## src/rtl/csr_timer_controller_pkg.sv

```systemverilog
// Shared constants for the CSR timer controller: default CSR addresses, interrupt state
// encoding and control-register bit positions.
package csr_timer_controller_pkg;

  localparam logic [11:0] AddrCompareLower = 12'h7C0;
  localparam logic [11:0] AddrCompareUpper = 12'h7C1;
  localparam logic [11:0] AddrControl      = 12'h7C2;
  localparam logic [11:0] AddrPrescale     = 12'h7C3;

  localparam int unsigned PrescaleWidthDefault = 16;

  localparam int unsigned CtrlCycleInhibit   = 0;
  localparam int unsigned CtrlInstretInhibit = 1;
  localparam int unsigned CtrlTimeInhibit    = 2;
  localparam int unsigned CtrlIrqEnable      = 3;
  localparam int unsigned CtrlWidth          = 4;

  typedef enum logic [1:0] {
    StDisarmed  = 2'd0,
    StWaitUpper = 2'd1,
    StArmed     = 2'd2,
    StFired     = 2'd3
  } timer_state_e;

endpackage

```

## src/rtl/csr_timer_controller_if.sv

```systemverilog
// CSR read/write bus shared by the timer registers and the timer controller.
interface csr_timer_controller_if;

    logic        csrWriteEnable;
    logic [11:0] csrWriteAddress;
    logic [31:0] csrWriteData;
    logic        csrReadEnable;
    logic [11:0] csrReadAddress;
    logic [31:0] csrReadData;
    logic        csrRequestOutput;

    modport master (
        output csrWriteEnable, csrWriteAddress, csrWriteData,
        output csrReadEnable, csrReadAddress,
        input  csrReadData, csrRequestOutput
    );

    modport slave (
        input  csrWriteEnable, csrWriteAddress, csrWriteData,
        input  csrReadEnable, csrReadAddress,
        output csrReadData, csrRequestOutput
    );

endinterface

```

## src/rtl/timer_prescaler.sv

```systemverilog
// Time-counter prescaler: ticks when the counter equals the programmed value, then wraps.
// A load writes the prescale value and restarts the count from zero.
module timer_prescaler #(
    parameter int unsigned PRESCALE_WIDTH = 16
) (
    input  logic                      clk,
    input  logic                      rst,
    input  logic                      load_i,
    input  logic [PRESCALE_WIDTH-1:0] load_value_i,
    input  logic                      enable_i,
    output logic                      tick_o,
    output logic [PRESCALE_WIDTH-1:0] prescale_o
);

    logic [PRESCALE_WIDTH-1:0] prescale_q, prescale_d;
    logic [PRESCALE_WIDTH-1:0] count_q, count_d;

    assign tick_o     = (count_q == prescale_q);
    assign prescale_o = prescale_q;

    always_comb begin
        prescale_d = prescale_q;
        count_d    = count_q;
        if (load_i) begin
            prescale_d = load_value_i;
            count_d    = '0;
        end else if (enable_i) begin
            count_d = tick_o ? '0 : count_q + 1'b1;
        end
    end

    always_ff @(posedge clk) begin
        if (rst) begin
            prescale_q <= '0;
            count_q    <= '0;
        end else begin
            prescale_q <= prescale_d;
            count_q    <= count_d;
        end
    end

endmodule

```

## src/rtl/csr_timer_controller.sv

```systemverilog
// CSR timer controller: count enables for cycle/instret/time counters, 64-bit compare and
// timer-interrupt FSM. Optional time prescaler enabled by CSR_TIMER_PRESCALER_EN.
module csr_timer_controller
    import csr_timer_controller_pkg::*;
#(
    parameter logic [11:0] ADDRESS_COMPARE_LOWER = AddrCompareLower,
    parameter logic [11:0] ADDRESS_COMPARE_UPPER = AddrCompareUpper,
    parameter logic [11:0] ADDRESS_CONTROL       = AddrControl,
    parameter logic [11:0] ADDRESS_PRESCALE      = AddrPrescale,
    parameter int unsigned PRESCALE_WIDTH        = PrescaleWidthDefault
) (
    input  logic                  clk,
    input  logic                  rst,
    csr_timer_controller_if.slave csr_bus,
    input  logic                  instructionRetired_i,
    input  logic [63:0]           timeValue_i,
    output logic                  cycleCount_o,
    output logic                  instretCount_o,
    output logic                  timeCount_o,
    output logic                  timerInterrupt_o
);

    logic [63:0]          compare_q, compare_d;
    logic [CtrlWidth-1:0] ctrl_q, ctrl_d;
    timer_state_e         state_q, state_d;
    logic                 irq_q, irq_d;

    logic wr_lower, wr_upper, wr_ctrl;
    logic time_tick;
    logic [31:0] prescale_rd;

    assign wr_lower = csr_bus.csrWriteEnable && (csr_bus.csrWriteAddress == ADDRESS_COMPARE_LOWER);
    assign wr_upper = csr_bus.csrWriteEnable && (csr_bus.csrWriteAddress == ADDRESS_COMPARE_UPPER);
    assign wr_ctrl  = csr_bus.csrWriteEnable && (csr_bus.csrWriteAddress == ADDRESS_CONTROL);

`ifdef CSR_TIMER_PRESCALER_EN
    logic                      wr_prescale;
    logic [PRESCALE_WIDTH-1:0] prescale_value;

    assign wr_prescale = csr_bus.csrWriteEnable && (csr_bus.csrWriteAddress == ADDRESS_PRESCALE);

    timer_prescaler #(
        .PRESCALE_WIDTH(PRESCALE_WIDTH)
    ) u_prescaler (
        .clk         (clk),
        .rst         (rst),
        .load_i      (wr_prescale),
        .load_value_i(csr_bus.csrWriteData[PRESCALE_WIDTH-1:0]),
        .enable_i    (!ctrl_q[CtrlTimeInhibit]),
        .tick_o      (time_tick),
        .prescale_o  (prescale_value)
    );

    assign prescale_rd = 32'(prescale_value);
`else
    logic unused_prescale_cfg;

    assign unused_prescale_cfg = ^{ADDRESS_PRESCALE, PRESCALE_WIDTH[0]};
    assign time_tick           = 1'b1;
    assign prescale_rd         = '0;
`endif

    assign cycleCount_o     = !ctrl_q[CtrlCycleInhibit];
    assign instretCount_o   = instructionRetired_i && !ctrl_q[CtrlInstretInhibit];
    assign timeCount_o      = time_tick && !ctrl_q[CtrlTimeInhibit];
    assign timerInterrupt_o = irq_q;

    always_comb begin
        compare_d = compare_q;
        ctrl_d    = ctrl_q;
        if (wr_lower) compare_d[31:0]  = csr_bus.csrWriteData;
        if (wr_upper) compare_d[63:32] = csr_bus.csrWriteData;
        if (wr_ctrl)  ctrl_d           = csr_bus.csrWriteData[CtrlWidth-1:0];
    end

    // Compare writes always win over the time match.
    always_comb begin
        state_d = state_q;
        unique case (state_q)
            StDisarmed: begin
                if (wr_upper)      state_d = StArmed;
                else if (wr_lower) state_d = StWaitUpper;
            end
            StWaitUpper: begin
                if (wr_upper) state_d = StArmed;
            end
            StArmed: begin
                if (wr_lower)                       state_d = StWaitUpper;
                else if (wr_upper)                  state_d = StArmed;
                else if (timeValue_i >= compare_q)  state_d = StFired;
            end
            StFired: begin
                if (wr_lower)      state_d = StWaitUpper;
                else if (wr_upper) state_d = StArmed;
            end
            default: state_d = StDisarmed;
        endcase
        irq_d = (state_q == StFired) && ctrl_q[CtrlIrqEnable];
    end

    always_ff @(posedge clk) begin
        if (rst) begin
            compare_q <= '1;
            ctrl_q    <= '0;
            state_q   <= StDisarmed;
            irq_q     <= 1'b0;
        end else begin
            compare_q <= compare_d;
            ctrl_q    <= ctrl_d;
            state_q   <= state_d;
            irq_q     <= irq_d;
        end
    end

    always_comb begin
        csr_bus.csrReadData      = '0;
        csr_bus.csrRequestOutput = 1'b0;
        if (csr_bus.csrReadEnable) begin
            if (csr_bus.csrReadAddress == ADDRESS_COMPARE_LOWER) begin
                csr_bus.csrReadData      = compare_q[31:0];
                csr_bus.csrRequestOutput = 1'b1;
            end else if (csr_bus.csrReadAddress == ADDRESS_COMPARE_UPPER) begin
                csr_bus.csrReadData      = compare_q[63:32];
                csr_bus.csrRequestOutput = 1'b1;
            end else if (csr_bus.csrReadAddress == ADDRESS_CONTROL) begin
                csr_bus.csrReadData      = {26'd0, state_q, ctrl_q};
                csr_bus.csrRequestOutput = 1'b1;
            end
`ifdef CSR_TIMER_PRESCALER_EN
            else if (csr_bus.csrReadAddress == ADDRESS_PRESCALE) begin
                csr_bus.csrReadData      = prescale_rd;
                csr_bus.csrRequestOutput = 1'b1;
            end
`endif
        end
    end

`ifndef CSR_TIMER_PRESCALER_EN
    logic unused_prescale_rd;

    assign unused_prescale_rd = ^prescale_rd;
`endif

endmodule

```

## src/flat_wrapper.sv

```systemverilog
// flat-port wrapper written by rule: the top's interface ports become plain ports
module csr_timer_controller_flat import csr_timer_controller_pkg::*;
#(
    parameter logic [11:0] ADDRESS_COMPARE_LOWER = AddrCompareLower,
    parameter logic [11:0] ADDRESS_COMPARE_UPPER = AddrCompareUpper,
    parameter logic [11:0] ADDRESS_CONTROL       = AddrControl,
    parameter logic [11:0] ADDRESS_PRESCALE      = AddrPrescale,
    parameter int unsigned PRESCALE_WIDTH        = PrescaleWidthDefault
)
  (clk, rst, instructionRetired_i, timeValue_i, cycleCount_o, instretCount_o, timeCount_o, timerInterrupt_o, csr_bus_csrWriteEnable, csr_bus_csrWriteAddress, csr_bus_csrWriteData, csr_bus_csrReadEnable, csr_bus_csrReadAddress, csr_bus_csrReadData, csr_bus_csrRequestOutput);
  csr_timer_controller_if csr_bus_i ();
  input  logic clk;
  input  logic rst;
  input  logic instructionRetired_i;
  input  logic [63:0] timeValue_i;
  output logic cycleCount_o;
  output logic instretCount_o;
  output logic timeCount_o;
  output logic timerInterrupt_o;
  input wire logic [$bits(csr_bus_i.csrWriteEnable)-1:0] csr_bus_csrWriteEnable;
  input wire logic [$bits(csr_bus_i.csrWriteAddress)-1:0] csr_bus_csrWriteAddress;
  input wire logic [$bits(csr_bus_i.csrWriteData)-1:0] csr_bus_csrWriteData;
  input wire logic [$bits(csr_bus_i.csrReadEnable)-1:0] csr_bus_csrReadEnable;
  input wire logic [$bits(csr_bus_i.csrReadAddress)-1:0] csr_bus_csrReadAddress;
  output wire logic [$bits(csr_bus_i.csrReadData)-1:0] csr_bus_csrReadData;
  output wire logic [$bits(csr_bus_i.csrRequestOutput)-1:0] csr_bus_csrRequestOutput;
  assign csr_bus_i.csrWriteEnable = csr_bus_csrWriteEnable;
  assign csr_bus_i.csrWriteAddress = csr_bus_csrWriteAddress;
  assign csr_bus_i.csrWriteData = csr_bus_csrWriteData;
  assign csr_bus_i.csrReadEnable = csr_bus_csrReadEnable;
  assign csr_bus_i.csrReadAddress = csr_bus_csrReadAddress;
  assign csr_bus_csrReadData = csr_bus_i.csrReadData;
  assign csr_bus_csrRequestOutput = csr_bus_i.csrRequestOutput;
  csr_timer_controller #(.ADDRESS_COMPARE_LOWER(ADDRESS_COMPARE_LOWER), .ADDRESS_COMPARE_UPPER(ADDRESS_COMPARE_UPPER), .ADDRESS_CONTROL(ADDRESS_CONTROL), .ADDRESS_PRESCALE(ADDRESS_PRESCALE), .PRESCALE_WIDTH(PRESCALE_WIDTH)) u_core (.clk(clk), .rst(rst), .csr_bus(csr_bus_i), .instructionRetired_i(instructionRetired_i), .timeValue_i(timeValue_i), .cycleCount_o(cycleCount_o), .instretCount_o(instretCount_o), .timeCount_o(timeCount_o), .timerInterrupt_o(timerInterrupt_o));
endmodule
```

## config.mk

```make
export PLATFORM = sky130hd
export DESIGN_NAME = csr_timer_controller_flat
export DESIGN_NICKNAME = d
export VERILOG_FILES = /design/src/rtl/csr_timer_controller_pkg.sv /design/src/rtl/csr_timer_controller_if.sv /design/src/rtl/timer_prescaler.sv /design/src/rtl/csr_timer_controller.sv /design/src/flat_wrapper.sv
export SDC_FILE = /design/constraint.sdc
export NUM_CORES = 1
export LEC_CHECK = 0
export ABC_CLOCK_PERIOD_IN_PS = 2270
export CAP_MARGIN = 30
export CORE_MARGIN = 4
export CORE_UTILIZATION = 58
export DETAILED_ROUTE_END_ITERATION = 7
export DONT_BUFFER_PORTS = 1
export PLACE_DENSITY = 0.76
export SYNTH_ARGS = -nofsm -noshare
export SYNTH_HDL_FRONTEND = slang
export SYNTH_SLANG_ARGS = --single-unit
```

## constraint.sdc

```tcl
create_clock -name clk -period 2.27 [get_ports clk]
set_input_delay 0.454 -clock clk [delete_from_list [all_inputs] [get_ports clk]]
set_output_delay 0.454 -clock clk [all_outputs]
set_load 0.1 [all_outputs]
```

==> results of run 1 <==
-- final timing paths --
kind | startpoint | endpoint | cells past startpoint
worst max register to register | u_core.compare_q[14]$_SDFFE_PP1P_ | u_core.state_q[0]$_SDFFE_PP0P_ | 8
worst min register to register | u_core.ctrl_q[0]$_SDFFE_PP0P_ | u_core.ctrl_q[0]$_SDFFE_PP0P_ | 2
worst max-delay path | csr_bus_csrReadAddress[3] | csr_bus_csrReadData[4] | 9
worst min-delay path | rst | u_core.ctrl_q[2]$_SDFFE_PP0P_ | 1
-- cell usage after synthesis (all sizes together), types with 2 or more instances --
library cell	count
a2111oi	2
a211o	64
a211oi	4
a21o	2
a21oi	29
a221oi	3
a22oi	28
and4	6
buf	17
clkbuf	15
dfxtp	71
ha	64
inv	69
mux2i	8
nand2	23
nand2b	2
nand3	6
nand4	8
nand4bb	2
nor2	83
nor2b	31
nor3	3
o21a	2
o21ai	14
-- per-layer routing --
layer / global-route usage (%) / part of all wire (%)
met1: 29.72 / 37
met2: 48.78 / 52
met3: 8.422 / 8.7
met4: 9.874 / 2.5
met5: 2.051 / 0
-- worst max-delay path, cell delays in order --
cell and delay (ps):
nor2_4 80, nand3_2 60, or4_4 540, nor3b_4 270, buf_4 160, buf_8 140
a22oi_2 100, nor2b_4 150, buf_12 180
-- cell usage in the layout (no fill, tap or decap), types with 22 or more instances in the layout --
cell / netlist / routed
ha_1: 64 / 60
buf_12: 0 / 40
nor2b_4: 0 / 28
a21oi_1: 29 / 29
a211o_1: 64 / 64
inv_1: 69 / 65
nor2_1: 82 / 77
a22oi_2: 0 / 28
dfxtp_1: 71 / 67
nand2_1: 23 / 22
-- cell type report --
class | count | area, um2 | share of cell area (%)
Multi-Input combinational cell | 399 | 3392 | 53.12
Sequential cell | 71 | 1426 | 22.34
Timing Repair Buffer | 58 | 972.2 | 15.22
Inverter | 69 | 259.0 | 4.056
Clock buffer | 13 | 168.9 | 2.645
Tap cell | 102 | 127.6 | 1.998
Clock inverter | 3 | 40.04 | 0.6270
-- logic make-up (layout without fill, tap and decap cells) --
logic type / after synthesis / count (layout)
compound gates: 152 / 152
buf+inv: 101 / 143
fa+ha+maj: 64 / 64
mux: 8 / 8
simple gates: 175 / 175
flops: 71 / 71
-- power breakdown --
group | switching, mW | total (mW) | internal, mW
Clock | 0.488 | 1.08 | 0.595
Combinational | 0.0594 | 0.128 | 0.0684
Sequential | 0.000179 | 1.24 | 1.24
-- registers in the layout (all words and copies together), names as in the netlist --
name and cells:
u_core.compare_q 64, u_core.ctrl_q 4, u_core.state_q 2, u_core.timerInterrupt_o 1
-- metrics by stage --
step                instance area (um2)  utilization [%]
CTS                                6127            78.08
finish                             6386            81.38
detailed placement                 5892            75.08
global route                       6386            81.38
floorplan                          5070                -
global placement                   5892            75.08
-- repair_timing --
item | in CTS | in global routing
pin swaps | 4 | 28
resized for setup | 4 | 43
endpoints found under the setup margin | 30 | 30
buffers inserted | 1 | 5
gates cloned | 0 | 2
==> impl_results.md, run 1 <==
- Vias in the first global route: 4424
- Pin count of the biggest net entering global routing: 72
- Peak supply drop: 0.3221 mV
- Layout cells sized above 1: 26.43%
- GRT Overall Usage: 27.11%
- Max-slew violation count: 0
- Routed vias: 4402
- Worst setup EP type: primary output
- Yosys warning total: 0
- Vias per cell: 6.157
- Final-report hold violation count: 0
- Compound-gate portion of the synthesized area: 23.54%
- CTS tree: yes
- Post-Syn Area: 0.004762 mm2
- Antenna diodes: 0
- Placed cells: 691
- Die area: 0.009724 mm2
- Post-route ant nets: 0
- Power per cell area: 384.4 mW/mm2
- Post-synth EDFFs: 0
- Syn nets: 760
- Post-synth top area share: 29.85%
- Syn avg cell area: 8.340 um2
- Post-Synth Simple-Gate Area: 19.05%
- H-tree levels: 3
- Initial antenna violation count: 0
- Pre-CTS WS: -365.6 ps
- Routability Congestion: 0.8562
- Crit path time final: 2582 ps
- Die Span Y: 98.61 um
- Setup violations, final: 30
- Worst path arrival time: 2130 ps
- R2R Setup Slk: -50 ps
- Req. time, crit path: 1820 ps
- Worst min path class: input port to register
- XOR/XNOR Fraction of Synth Area: 0%
- F_max: 387.3 MHz
- Clock Path Buffers: 2
- Fin Setup TNS: -8477 ps
- Power Total: 2.455 mW
- Ranking of synthesized cells by area: dfxtp_1 30%, ha_1 17%, a211o_1 12%
- Cts bufs inserted: 9
- Row count: 32
- Worst-Skew Late Latency: 350 ps
- RSZ-0062 raised after global routing: true
- Hold buffers post-CTS: 0
- Period utilisation layout: 113.7%
- Area added between synthesis and finish: 34.10%
- Worst hold margin: 199.9 ps
- Boundary Pins: 162
- Number of library cell types mapped by synthesis: 44
- Core Area: 0.007848 mm2
- Share of the yosys chip area belonging to registers: 29.85%
- Relative slew margins: 56.09%
- Worst Slack Setup Final: -312.1 ps
- Die Width: 98.61 um
- Mux share of post-synthesis cell area: 1.682%
- Synth Area in Adders: 16.82%
- Failing checks: negative setup slack
- Non-Filler Instances: 715
- Initial Util: 60.68%
- Worst Setup Start Kind: input port
- Clock-pin slew on the worst setup and hold paths: 80 ps
- # DRC: 0
- Post-synth top area cell: dfxtp_1
- Max-cap violations: 0
- DR WL/cell: 19.98 um
- Outcome: finished with violations
- FILL cells: 497
- Layout Skew: 5.050 ps
- DP HPWL: 10310 um
- 1st-iter DRT viols: 203
- Post-Syn Instances: 571
- Port Buffers: 0
- Post-Route WL: 14290 um
- # clock sinks: 71
- Slew of the pin with the lowest slew margin: 642.1 ps
- First drt pass iteration count: 6
- Largest family of logic cells by synthesized area: compound AO/OA/AOI/OAI gates
- First-pass GRT wire length: 21180 um
- Crit-path max FO: 7
- Leakage: 2.975 nW
- Gr ovfl total: 0
- Kind of critical path: input port to primary output
- Nets: 797
- CTS Root Cell: clkbuf_8
- Flops & latches, synth: 71
- Ys flop type: dfxtp_1
- Ys async rst share: 0%
Power figures use the tool's default switching activity.
==> run 2: changes to the inputs <==
--- a/config.mk
+++ b/config.mk
@@ -5,7 +5,6 @@
 export SDC_FILE = /design/constraint.sdc
 export NUM_CORES = 1
 export LEC_CHECK = 0
-export ABC_CLOCK_PERIOD_IN_PS = 2270
 export CAP_MARGIN = 30
 export CORE_MARGIN = 4
 export CORE_UTILIZATION = 58
==> results of run 2 <==
Final layout, timing and power as in run 1 (identical DEF).
